File: config.mk
export PLATFORM = sky130hd
export DESIGN_NAME = muldiv_sequencer
export DESIGN_NICKNAME = d
export VERILOG_FILES = /design/src/rtl/muldiv_sequencer.sv
export SDC_FILE = /design/constraint.sdc
export NUM_CORES = 1
export LEC_CHECK = 0
export BUFFER_PORTS_ARGS = -buffer_cell sky130_fd_sc_hd__buf_4
export CAP_MARGIN = 15
export CORE_ASPECT_RATIO = 0.5
export CORE_MARGIN = 1.5
export CORE_UTILIZATION = 30
export CTS_BUF_LIST = sky130_fd_sc_hd__clkbuf_2
export CTS_CLUSTER_SIZE = 20
export DETAILED_ROUTE_END_ITERATION = 10
export SYNTH_ARGS = -nofsm -noshare
export SYNTH_HDL_FRONTEND = slang
export SYNTH_SLANG_ARGS = --single-unit
File: constraint.sdc
create_clock -name CLK -period 5.67 [get_ports CLK]
set_input_delay 1.134 -clock CLK [delete_from_list [all_inputs] [get_ports CLK]]
set_output_delay 1.134 -clock CLK [all_outputs]
set_load 0.02 [all_outputs]
File: src/rtl/muldiv_sequencer.sv
// muldiv_sequencer
//   Iterative multiply/divide unit that owns the HI/LO register pair for the EX stage.
//   MULT/MULTU use shift-add and DIV/DIVU use restoring division. Both retire one bit
//   per clock. MTHI/MTLO write HI/LO directly. MFHI/MFLO read hi/lo, and EX is
//   stalled while an operation is in flight.
//
//   Ports
//     CLK     in   1      clock, posedge
//     RST     in   1      asynchronous active-low reset
//     start   in   1      issue request, accepted only when idle
//     op      in   3      0 MULT, 1 MULTU, 2 DIV, 3 DIVU, 4 MTHI, 5 MTLO, 6/7 no-op
//     rs      in   WIDTH  operand A (multiplicand / dividend / MTHI-MTLO source)
//     rt      in   WIDTH  operand B (multiplier / divisor)
//     mf_req  in   1      EX is executing MFHI/MFLO this cycle
//     busy    out  1      mult/div in progress
//     stall   out  1      mf_req & busy
//     done    out  1      one-cycle pulse, hi/lo hold the new result
//     div0    out  1      pulses with done when the divisor was zero
//     hi, lo  out  WIDTH  HI/LO registers
//
//   state | meaning
//   ------+------------------------------------------------------------
//   IDLE  | waiting for start; serves MTHI/MTLO
//   MUL   | shift-add iteration, one multiplier bit per cycle
//   DIV   | restoring-divide iteration, one quotient bit per cycle
//   FIX   | sign correction and hi/lo commit
module muldiv_sequencer #(
    parameter int WIDTH = 32,
    parameter int CNT_W = 5
) (
    input  logic             CLK,
    input  logic             RST,
    input  logic             start,
    input  logic [2:0]       op,
    input  logic [WIDTH-1:0] rs,
    input  logic [WIDTH-1:0] rt,
    input  logic             mf_req,
    output logic             busy,
    output logic             stall,
    output logic             done,
    output logic             div0,
    output logic [WIDTH-1:0] hi,
    output logic [WIDTH-1:0] lo
);

    localparam logic [2:0] OP_MULT  = 3'd0;
    localparam logic [2:0] OP_MULTU = 3'd1;
    localparam logic [2:0] OP_DIV   = 3'd2;
    localparam logic [2:0] OP_DIVU  = 3'd3;
    localparam logic [2:0] OP_MTHI  = 3'd4;
    localparam logic [2:0] OP_MTLO  = 3'd5;

    localparam logic [CNT_W-1:0] LAST = CNT_W'(WIDTH - 1);

    typedef enum logic [1:0] {S_IDLE, S_MUL, S_DIV, S_FIX} state_t;

    state_t             state, state_nxt;
    logic [CNT_W-1:0]   count;
    logic [2*WIDTH-1:0] acc;      // MUL: {partial product, multiplier}; DIV: {remainder, quotient}
    logic [WIDTH-1:0]   opb;      // multiplicand (MUL) or divisor (DIV), magnitude
    logic [WIDTH-1:0]   dvd_raw;  // unmodified dividend, returned in hi on divide-by-zero
    logic               sign_q;   // product / quotient is negative
    logic               sign_r;   // remainder takes the dividend sign
    logic               is_div;
    logic               dz;

    logic               signed_op;
    logic [WIDTH-1:0]   abs_rs, abs_rt;
    logic [WIDTH:0]     mul_sum;
    logic [2*WIDTH-1:0] mul_next;
    logic [WIDTH:0]     rem_sh;
    logic               borrow;
    logic [WIDTH-1:0]   div_diff;
    logic [2*WIDTH-1:0] div_next;
    logic [2*WIDTH-1:0] prod_fix;
    logic [WIDTH-1:0]   quo_fix, rem_fix;

    // Operand conditioning and one iteration of each algorithm
    always_comb begin
        signed_op = (op == OP_MULT) || (op == OP_DIV);
        abs_rs    = (signed_op && rs[WIDTH-1]) ? -rs : rs;
        abs_rt    = (signed_op && rt[WIDTH-1]) ? -rt : rt;

        // The sum keeps its carry bit, which shifts into the top of the product
        mul_sum   = {1'b0, acc[2*WIDTH-1:WIDTH]} + {1'b0, opb};
        mul_next  = acc[0] ? {mul_sum, acc[WIDTH-1:1]}
                           : {1'b0, acc[2*WIDTH-1:1]};

        // The remainder shifted left needs WIDTH+1 bits before the trial subtract
        rem_sh    = {acc[2*WIDTH-1:WIDTH], acc[WIDTH-1]};
        borrow    = rem_sh < {1'b0, opb};
        div_diff  = rem_sh[WIDTH-1:0] - opb;
        div_next  = borrow ? {rem_sh[WIDTH-1:0], acc[WIDTH-2:0], 1'b0}
                           : {div_diff, acc[WIDTH-2:0], 1'b1};

        prod_fix  = sign_q ? -acc : acc;
        quo_fix   = sign_q ? -acc[WIDTH-1:0] : acc[WIDTH-1:0];
        rem_fix   = sign_r ? -acc[2*WIDTH-1:WIDTH] : acc[2*WIDTH-1:WIDTH];
    end

    // State register
    always_ff @(posedge CLK or negedge RST) begin
        if (!RST) state <= S_IDLE;
        else      state <= state_nxt;
    end

    // Next-state logic
    always_comb begin
        state_nxt = state;
        case (state)
            S_IDLE: begin
                if (start && (op == OP_MULT || op == OP_MULTU))   state_nxt = S_MUL;
                else if (start && (op == OP_DIV || op == OP_DIVU)) state_nxt = S_DIV;
            end
            S_MUL:   if (count == LAST) state_nxt = S_FIX;
            S_DIV:   if (count == LAST) state_nxt = S_FIX;
            S_FIX:   state_nxt = S_IDLE;
            default: state_nxt = S_IDLE;
        endcase
    end

    // Outputs; the FIX cycle still counts as busy because hi/lo are not yet committed
    always_comb begin
        busy  = (state != S_IDLE);
        stall = mf_req & busy;
    end

    // Datapath and HI/LO
    always_ff @(posedge CLK or negedge RST) begin
        if (!RST) begin
            count   <= '0;
            acc     <= '0;
            opb     <= '0;
            dvd_raw <= '0;
            sign_q  <= 1'b0;
            sign_r  <= 1'b0;
            is_div  <= 1'b0;
            dz      <= 1'b0;
            hi      <= '0;
            lo      <= '0;
            done    <= 1'b0;
            div0    <= 1'b0;
        end else begin
            done <= 1'b0;
            div0 <= 1'b0;
            case (state)
                S_IDLE: begin
                    if (start) begin
                        case (op)
                            OP_MULT, OP_MULTU: begin
                                acc    <= {{WIDTH{1'b0}}, abs_rt};
                                opb    <= abs_rs;
                                sign_q <= signed_op & (rs[WIDTH-1] ^ rt[WIDTH-1]);
                                sign_r <= 1'b0;
                                is_div <= 1'b0;
                                dz     <= 1'b0;
                                count  <= '0;
                            end
                            OP_DIV, OP_DIVU: begin
                                acc     <= {{WIDTH{1'b0}}, abs_rs};
                                opb     <= abs_rt;
                                dvd_raw <= rs;
                                sign_q  <= signed_op & (rs[WIDTH-1] ^ rt[WIDTH-1]);
                                sign_r  <= signed_op & rs[WIDTH-1];
                                is_div  <= 1'b1;
                                dz      <= (rt == '0);
                                count   <= '0;
                            end
                            OP_MTHI: hi <= rs;
                            OP_MTLO: lo <= rs;
                            default: ;
                        endcase
                    end
                end
                S_MUL: begin
                    acc   <= mul_next;
                    count <= count + 1'b1;
                end
                S_DIV: begin
                    acc   <= div_next;
                    count <= count + 1'b1;
                end
                S_FIX: begin
                    if (!is_div) begin
                        hi <= prod_fix[2*WIDTH-1:WIDTH];
                        lo <= prod_fix[WIDTH-1:0];
                    end else if (dz) begin
                        hi <= dvd_raw;
                        lo <= '1;
                    end else begin
                        hi <= rem_fix;
                        lo <= quo_fix;
                    end
                    done  <= 1'b1;
                    div0  <= is_div & dz;
                    count <= '0;
                end
                default: ;
            endcase
        end
    end

endmodule

==> results of run 1 <==
==> power breakdown <==
group	switching (mW)	total [mW]	internal, mW
Combinational	4.65	7.41	2.76
Clock	0.720	1.10	0.382
Sequential	0.880	2.99	2.11
Total	6.25	11.5	5.25
==> metrics by stage <==
step                      power, mW  setup WS (ns)  area (um^2)  hold slack (ns)
final                          11.5           1.34        19400            0.154
after floorplan                7.93           2.12        17300            0.450
after global routing           12.4           1.03        19400            0.126
after global placement         10.2           1.52        19000            0.464
after detailed placement       10.3           1.52        19000            0.471
after CTS                      11.4           1.36        19400           0.0829
==> registers in the layout, indices dropped and copies added (netlist names) <==
register / count
acc: 64
count: 5
div0: 1
done: 1
dvd_raw: 32
dz: 1
hi: 32
is_div: 1
lo: 32
opb: 32
sign_q: 1
sign_r: 1
state: 2
==> layer usage <==
layer | track usage [%] | part of all wire, %
met2 | 34.7 | 45
met1 | 30.6 | 43
met3 | 3.80 | 7.7
met4 | 8.15 | 3.7
met5 | 0 | 0
==> cells in the final DEF (no fill, tap or decap), types with 13 or more instances in the layout <==
master    count
a21o_1       27
a21oi_1     185
a221oi_1     26
a31oi_1      26
and3_1       29
buf_4       168
clkbuf_2     80
dfrtp_1     204
ha_1         74
inv_1        73
mux2_2       31
mux2i_1      46
nand2_1     265
nand3_1      31
nor2_1      180
nor2b_1      15
nor3_1       42
nor4_1       13
o211ai_1     26
o21ai_0     225
o21ai_1      15
o221ai_1     18
o22ai_1      42
o31ai_1      45
or3_1        24
or4_1        15
xnor2_1     113
xor2_1       59
==> final timing paths <==
path | cells after the start | slack (ns) | end | start
min | 1 | 0.15 | done$_DFF_PN0_ | RST
max reg2reg | 11 | 1.34 | acc[50]$_DFFE_PN0P_ | acc[37]$_DFFE_PN0P_
min reg2reg | 2 | 0.49 | dvd_raw[0]$_DFFE_PN0P_ | dvd_raw[0]$_DFFE_PN0P_
max in group asynchronous | 2 | 4.36 | lo[17]$_DFFE_PN0P_ | RST
min in group CLK | 3 | 0.42 | opb[0]$_DFFE_PN0P_ | rt[0]
max | 11 | 1.34 | acc[50]$_DFFE_PN0P_ | acc[37]$_DFFE_PN0P_
==> final cells by class <==
type                            count  area, um^2  area share, %
Sequential cell                   205        5130           26.4
Inverter                           76         285           1.47
Tap cell                          768         961           4.94
Antenna cell                        1        2.50         0.0129
Multi-Input combinational cell   1765       11300           58.0
Clock buffer                       80         400           2.06
Timing Repair Buffer              171        1320           6.77
Clock inverter                     13        63.8          0.328
==> logic make-up (layout without fill, tap and decap cells) <==
family                   after synthesis  in the layout  share of synthesized area (%)
AND/OR/NAND/NOR                      679            679                           18.0
buffers and inverters                247            340                           5.49
flip-flops                           205            205                           29.6
multiplexers                          77             77                           4.67
adder cells (fa/ha/maj)               77             77                           5.65
other                                  0              1                              0
AO/OA/AOI/OAI                        760            760                           27.8
XOR/XNOR                             172            172                           8.70
==> flow_summary_export.csv, run 1 <==
group,metric,value,unit
outcome,status,"finished clean",
global_routing,grt_pass1_vias,16496,
power_and_ir_drop,power_per_cell_area,591,nW/um^2
clocking,cts_resized,0,
power_and_ir_drop,irDropWorstVdd,0.272,mV
sta,tns,0,ns
worst_setup_path,critPathLaunchType,"flip-flop",
worst_setup_path,path_cells,"ha_1 -> nand2_1 -> a2111oi_0 -> nor2_1 -> o21ai_0 -> o311ai_1 -> nand2_2 -> buf_4 -> mux2_2 -> nand2_1 -> a32oi_1",
cells_and_area,nets,2422,
power_and_ir_drop,p_leak,8.25,nW
drt,ant_nets,0,
synth,yosys_warnings,0,
sta,worstMarginPinSlew,1.05,ns
worst_setup_path,path_buf_inv,1,
clocking,cts_htree_levels,2,
clocking,ctsHoldBuffers,0,
floorplan,rows,62,
clocking,cts_sinks,205,
worst_setup_path,worstPathMaxFanout,30,
sta,setup-violations-final,0,
synth,yosys.area.top_type,"dfrtp_1",
clocking,root_buffer,"clkbuf_2",
synth,synthTopCellsByArea,"dfrtp_1, o21ai_0, nand2_1",
synth,synth_nets,2365,
placed_design,gp_congestion,0.951,
worst_setup_path,setup.worst_path.class,"reg2reg",
drt,wire_per_inst,21.9,um
clocking,clk_path_buf_depth,3,
cells_and_area,finalNonFillerCells,3079,
clocking,cts_buffers,55,
global_routing,grtUsageTotal,22.2,%
sta,relSlewSlack,29.6,%
clocking,cts_setup_buffers,0,
worst_setup_path,cpMostUsedCell,"nand2_1",
worst_setup_path,crit_path_end_kind,"flip-flop",
synth,synth_common_cells,"nand2_1, o21ai_0, dfrtp_1, a21oi_1, nor2_1",
synth,yosysMostFrequentCell,"nand2_1",
sta,finalMaxSlewViolations,0,
clocking,worstSkewPairLatency,1.06,ns
global_routing,overflow,0,
placed_design,port_buffers,138,
synth,yosysTopAreaCellShare,29.6,%
clocking,clk_pin_slew_worst_paths,0.11,ns
drt,firstDrtPassIters,7,
drt,drc,0,
synth,synth_area,17300,um^2
floorplan,dieArea,59300,um^2
cells_and_area,fin_util,34.0,%
cells_and_area,fill_cells,6074,
floorplan,core,57200,um^2
clocking,cts_tree,"done",
drt,vias,17768,
hold_path,hp-class,"in2async",
floorplan,die_height,173,um
cells_and_area,layout-drive-gt1-share,13.8,%
sta,clock_skew,0.139,ns
worst_setup_path,cpMaxStageDelayCell,"nand2_2",
synth,ys.flop_type,"dfrtp_1",
worst_setup_path,critPathRequiredTime,6.49,ns
synth,syn_inst,2217,
floorplan,io_pins,139,
sta,finalHoldViolations,0,
synth,synth_seq_cells,205,
global_routing,grt_pass1_wl,102000,um
sta,rsz0062_at_grt,"no",
sta,max_freq,231,MHz
worst_setup_path,max_stage_delay,0.63,ns
worst_setup_path,cp.arrival,5.15,ns
drt,drtIter0Drc,1939,
drt,totalWireLength,67500,um
cells_and_area,syn_to_final_growth,12.2,%
synth,synthArstFlopShare,100,%
synth,syn-mean-instance-area,7.81,um^2
synth,synth_edf_count,0,
sta,final.min_clock_period,4.33,ns
global_routing,antenna_found_initial,3,
worst_setup_path,crit_family,"compound AO/OA/AOI/OAI gates",
global_routing,grt_max_degree,91,
sta,fin_crit_sh,76.4,%
placed_design,hpwlAfterDp,50400,um
placed_design,dp.cells,2985,
run,cap_violations,0,
drt,vias_per_cell,5.77,
synth,synthDistinctLibCells,77,
floorplan,die_width,343,um
floorplan,start_util,30.3,%
synth,yosysSeqAreaShare,29.6,%
Power figures use the tool's default switching activity.
==> run 2: changes to the inputs <==
- ABC_AREA: unset -> 1
- clock period: 5.67 -> 4.45 ns (I/O delays scaled with it)
==> flow_summary_export.csv, run 2 <==
group,metric,value,unit
synth,synthTopCellsByArea,"dfrtp_1, nand2_1, inv_1",
synth,synth_common_cells,"nand2_1, inv_1, nor2_1, nand3_1, dfrtp_1",
synth,syn-mean-instance-area,5.94,um^2
worst_setup_path,setup.worst_path.class,"reg2reg",
clocking,root_buffer,"clkbuf_2",
run,cap_violations,0,
clocking,clk_path_buf_depth,3,
cells_and_area,fill_cells,7729,
synth,yosysTopAreaCellShare,24.9,%
cells_and_area,mostFrequentLayoutCells,"nand2_1, inv_1, nor2_1",
sta,finalMaxSlewViolations,0,
floorplan,rows,67,
power_and_ir_drop,seqPwrFrac,19.1,%
drt,totalWireLength,111000,um
power_and_ir_drop,p_leak,11.8,nW
drt,vias,24751,
clocking,cts_sinks,205,
placed_design,gp_congestion,1.04,
clocking,worstSkewPairLatency,1.13,ns
clocking,cts_tree,"done",
synth,yosys.area.top_type,"dfrtp_1",
power_and_ir_drop,p_int,7.44,mW
floorplan,start_util,30.5,%
drt,vias_per_cell,5.49,
sta,clock_skew,0.157,ns
cells_and_area,nets,3723,
cells_and_area,regMostFlops,"acc",
power_and_ir_drop,p_comb_share,73.5,%
clocking,clk_pin_slew_worst_paths,0.15,ns
drt,firstDrtPassIters,8,
power_and_ir_drop,sw_frac_of_total,62.7,%
floorplan,dieArea,70200,um^2
worst_setup_path,critPathLaunchType,"flip-flop",
sta,setup-violations-final,0,
global_routing,grt_pass1_vias,22882,
global_routing,grt_pass1_wl,159000,um
worst_setup_path,worstPathMaxFanout,9,
worst_setup_path,cp.arrival,4.35,ns
cells_and_area,largest_register_ffs,64,
clocking,cts_htree_levels,2,
worst_setup_path,crit_path_end_kind,"flip-flop",
global_routing,antenna_found_initial,4,
sta,relSlewSlack,22.4,%
floorplan,die_width,373,um
sta,fin_crit_sh,76.6,%
drt,dr_wl_met3,13100,um
floorplan,die_height,188,um
synth,synthDistinctLibCells,55,
cells_and_area,syn_to_final_growth,11.9,%
synth,ys.flop_type,"dfrtp_1",
hold_path,hp-class,"in2reg",
global_routing,grt_max_degree,98,
placed_design,hpwlAfterDp,90600,um
cells_and_area,layout_commonest_cell,"nand2_1",
synth,yosysMostFrequentCell,"nand2_1",
worst_setup_path,critPathRequiredTime,5.39,ns
power_and_ir_drop,power_per_cell_area,867,nW/um^2
sta,final.min_clock_period,3.41,ns
global_routing,overflow,0,
sta,finalHoldViolations,0,
synth,yosys_warnings,0,
clocking,cts_buffers,54,
synth,syn_inst,3463,
drt,drtIter0Drc,3625,
drt,ant_nets,0,
power_and_ir_drop,switchingPower,12.5,mW
sta,rsz0062_at_grt,"no",
sta,max_freq,293,MHz
floorplan,core,67400,um^2
sta,tns,0,ns
global_routing,grtUsageTotal,30.8,%
sta,whs,0.0601,ns
cells_and_area,layout-drive-gt1-share,10.4,%
placed_design,port_buffers,138,
power_and_ir_drop,irDropWorstVdd,0.341,mV
synth,yosysSeqAreaShare,24.9,%
drt,wl_met1,51200,um
power_and_ir_drop,finalPower,19.9,mW
drt,highest_layer,"met4",
synth,synth_seq_cells,205,
synth,synth_edf_count,0,
synth,synthArstFlopShare,100,%
outcome,status,"finished clean",
sta,worstMarginPinSlew,1.16,ns
drt,drc,0,
drt,wl_met2,43400,um
floorplan,io_pins,139,
power_and_ir_drop,p_clk_share,7.4,%
drt,wire_per_inst,24.6,um
synth,synth_nets,3611,
synth,synth_area,20600,um^2
[run 2: power groups by stage]
stage          registers [mW]  clock network (mW)  logic [mW]
2_1_floorplan            3.64                   0        9.06
3_3_place_gp             3.80                   0        14.2
3_5_place_dp             3.80                   0        14.2
4_1_cts                  3.77                1.48        14.2
5_1_grt                  3.86                1.57        15.9
6_report                 3.82                1.47        14.7
[run 2: final timing paths]
kind	endpoint	startpoint	slack, ns	cells after the start
setup / recovery	hi[26]$_DFFE_PN0P_	acc[32]$_DFFE_PN0P_	1.04	13
hold / removal	dvd_raw[19]$_DFFE_PN0P_	rs[19]	0.06	3
setup reg to reg	hi[26]$_DFFE_PN0P_	acc[32]$_DFFE_PN0P_	1.04	13
hold reg to reg	dvd_raw[3]$_DFFE_PN0P_	dvd_raw[3]$_DFFE_PN0P_	0.50	2
max in group asynchronous	lo[24]$_DFFE_PN0P_	RST	3.08	3
min in group asynchronous	dvd_raw[30]$_DFFE_PN0P_	RST	0.38	2
[run 2: routing by layer]
layer | track usage (%) | vias up
met5 | 0 | -
met4 | 7.82 | 0
met3 | 8.89 | 166
met2 | 42.8 | 1298
met1 | 45.6 | 11926
li1 | - | 11361
[run 2: kinds of logic after synthesis]
kind of cell | synth area share, %
adders and majority gates | 4.76
muxes | 0.0487
xor gates and xnor gates | 3.24
buffers and inverters | 11.0
DFF | 24.9
AOI/OAI and AO/OA | 14.8
and+or+nand+nor | 41.2
[run 2: what timing repair did]
item                       4_1_cts  5_1_grt
hold buffers                     2        0
buffers inserted                 0        0
setup endpoints to repair        0        0
hold endpoints to repair        93        0
resized for setup                0        0
[run 2: worst max-delay path: stages (launching register included)]
cell     delay [ns]
dfrtp_1        0.59
inv_1          0.37
ha_1           0.47
nand2_1        0.30
nor2_1         0.16
and2_1         0.32
nand3_1        0.15
nand2_1        0.18
nand2_1        0.07
nand2_1        0.06
nand3_1        0.12
nand2_1        0.13
nand2_1        0.14
a21oi_1        0.19
[run 2: area by class of cell]
cell class	instances	area (um^2)	share of cell area (%)
tap	897	1120	4.88
sequential	205	5130	22.3
antenna	4	10.0	0.0435
timing repair buffer	179	1410	6.11
inverter	451	1700	7.37
clock buffer	70	350	1.52
clock inverter	20	114	0.495
multi-input combinational	2684	13200	57.3
[run 2: per-stage QoR]
step	worst slack, ns	instance area [um^2]	cells	utilization, %
after floorplan	2.11	20600	3463	-
after global placement	1.02	22500	4414	33.4
after detailed placement	1.01	22500	4414	33.4
after CTS	1.18	23000	4506	34.1
after global routing	0.921	23000	4507	34.1
final	1.04	23000	4510	34.2
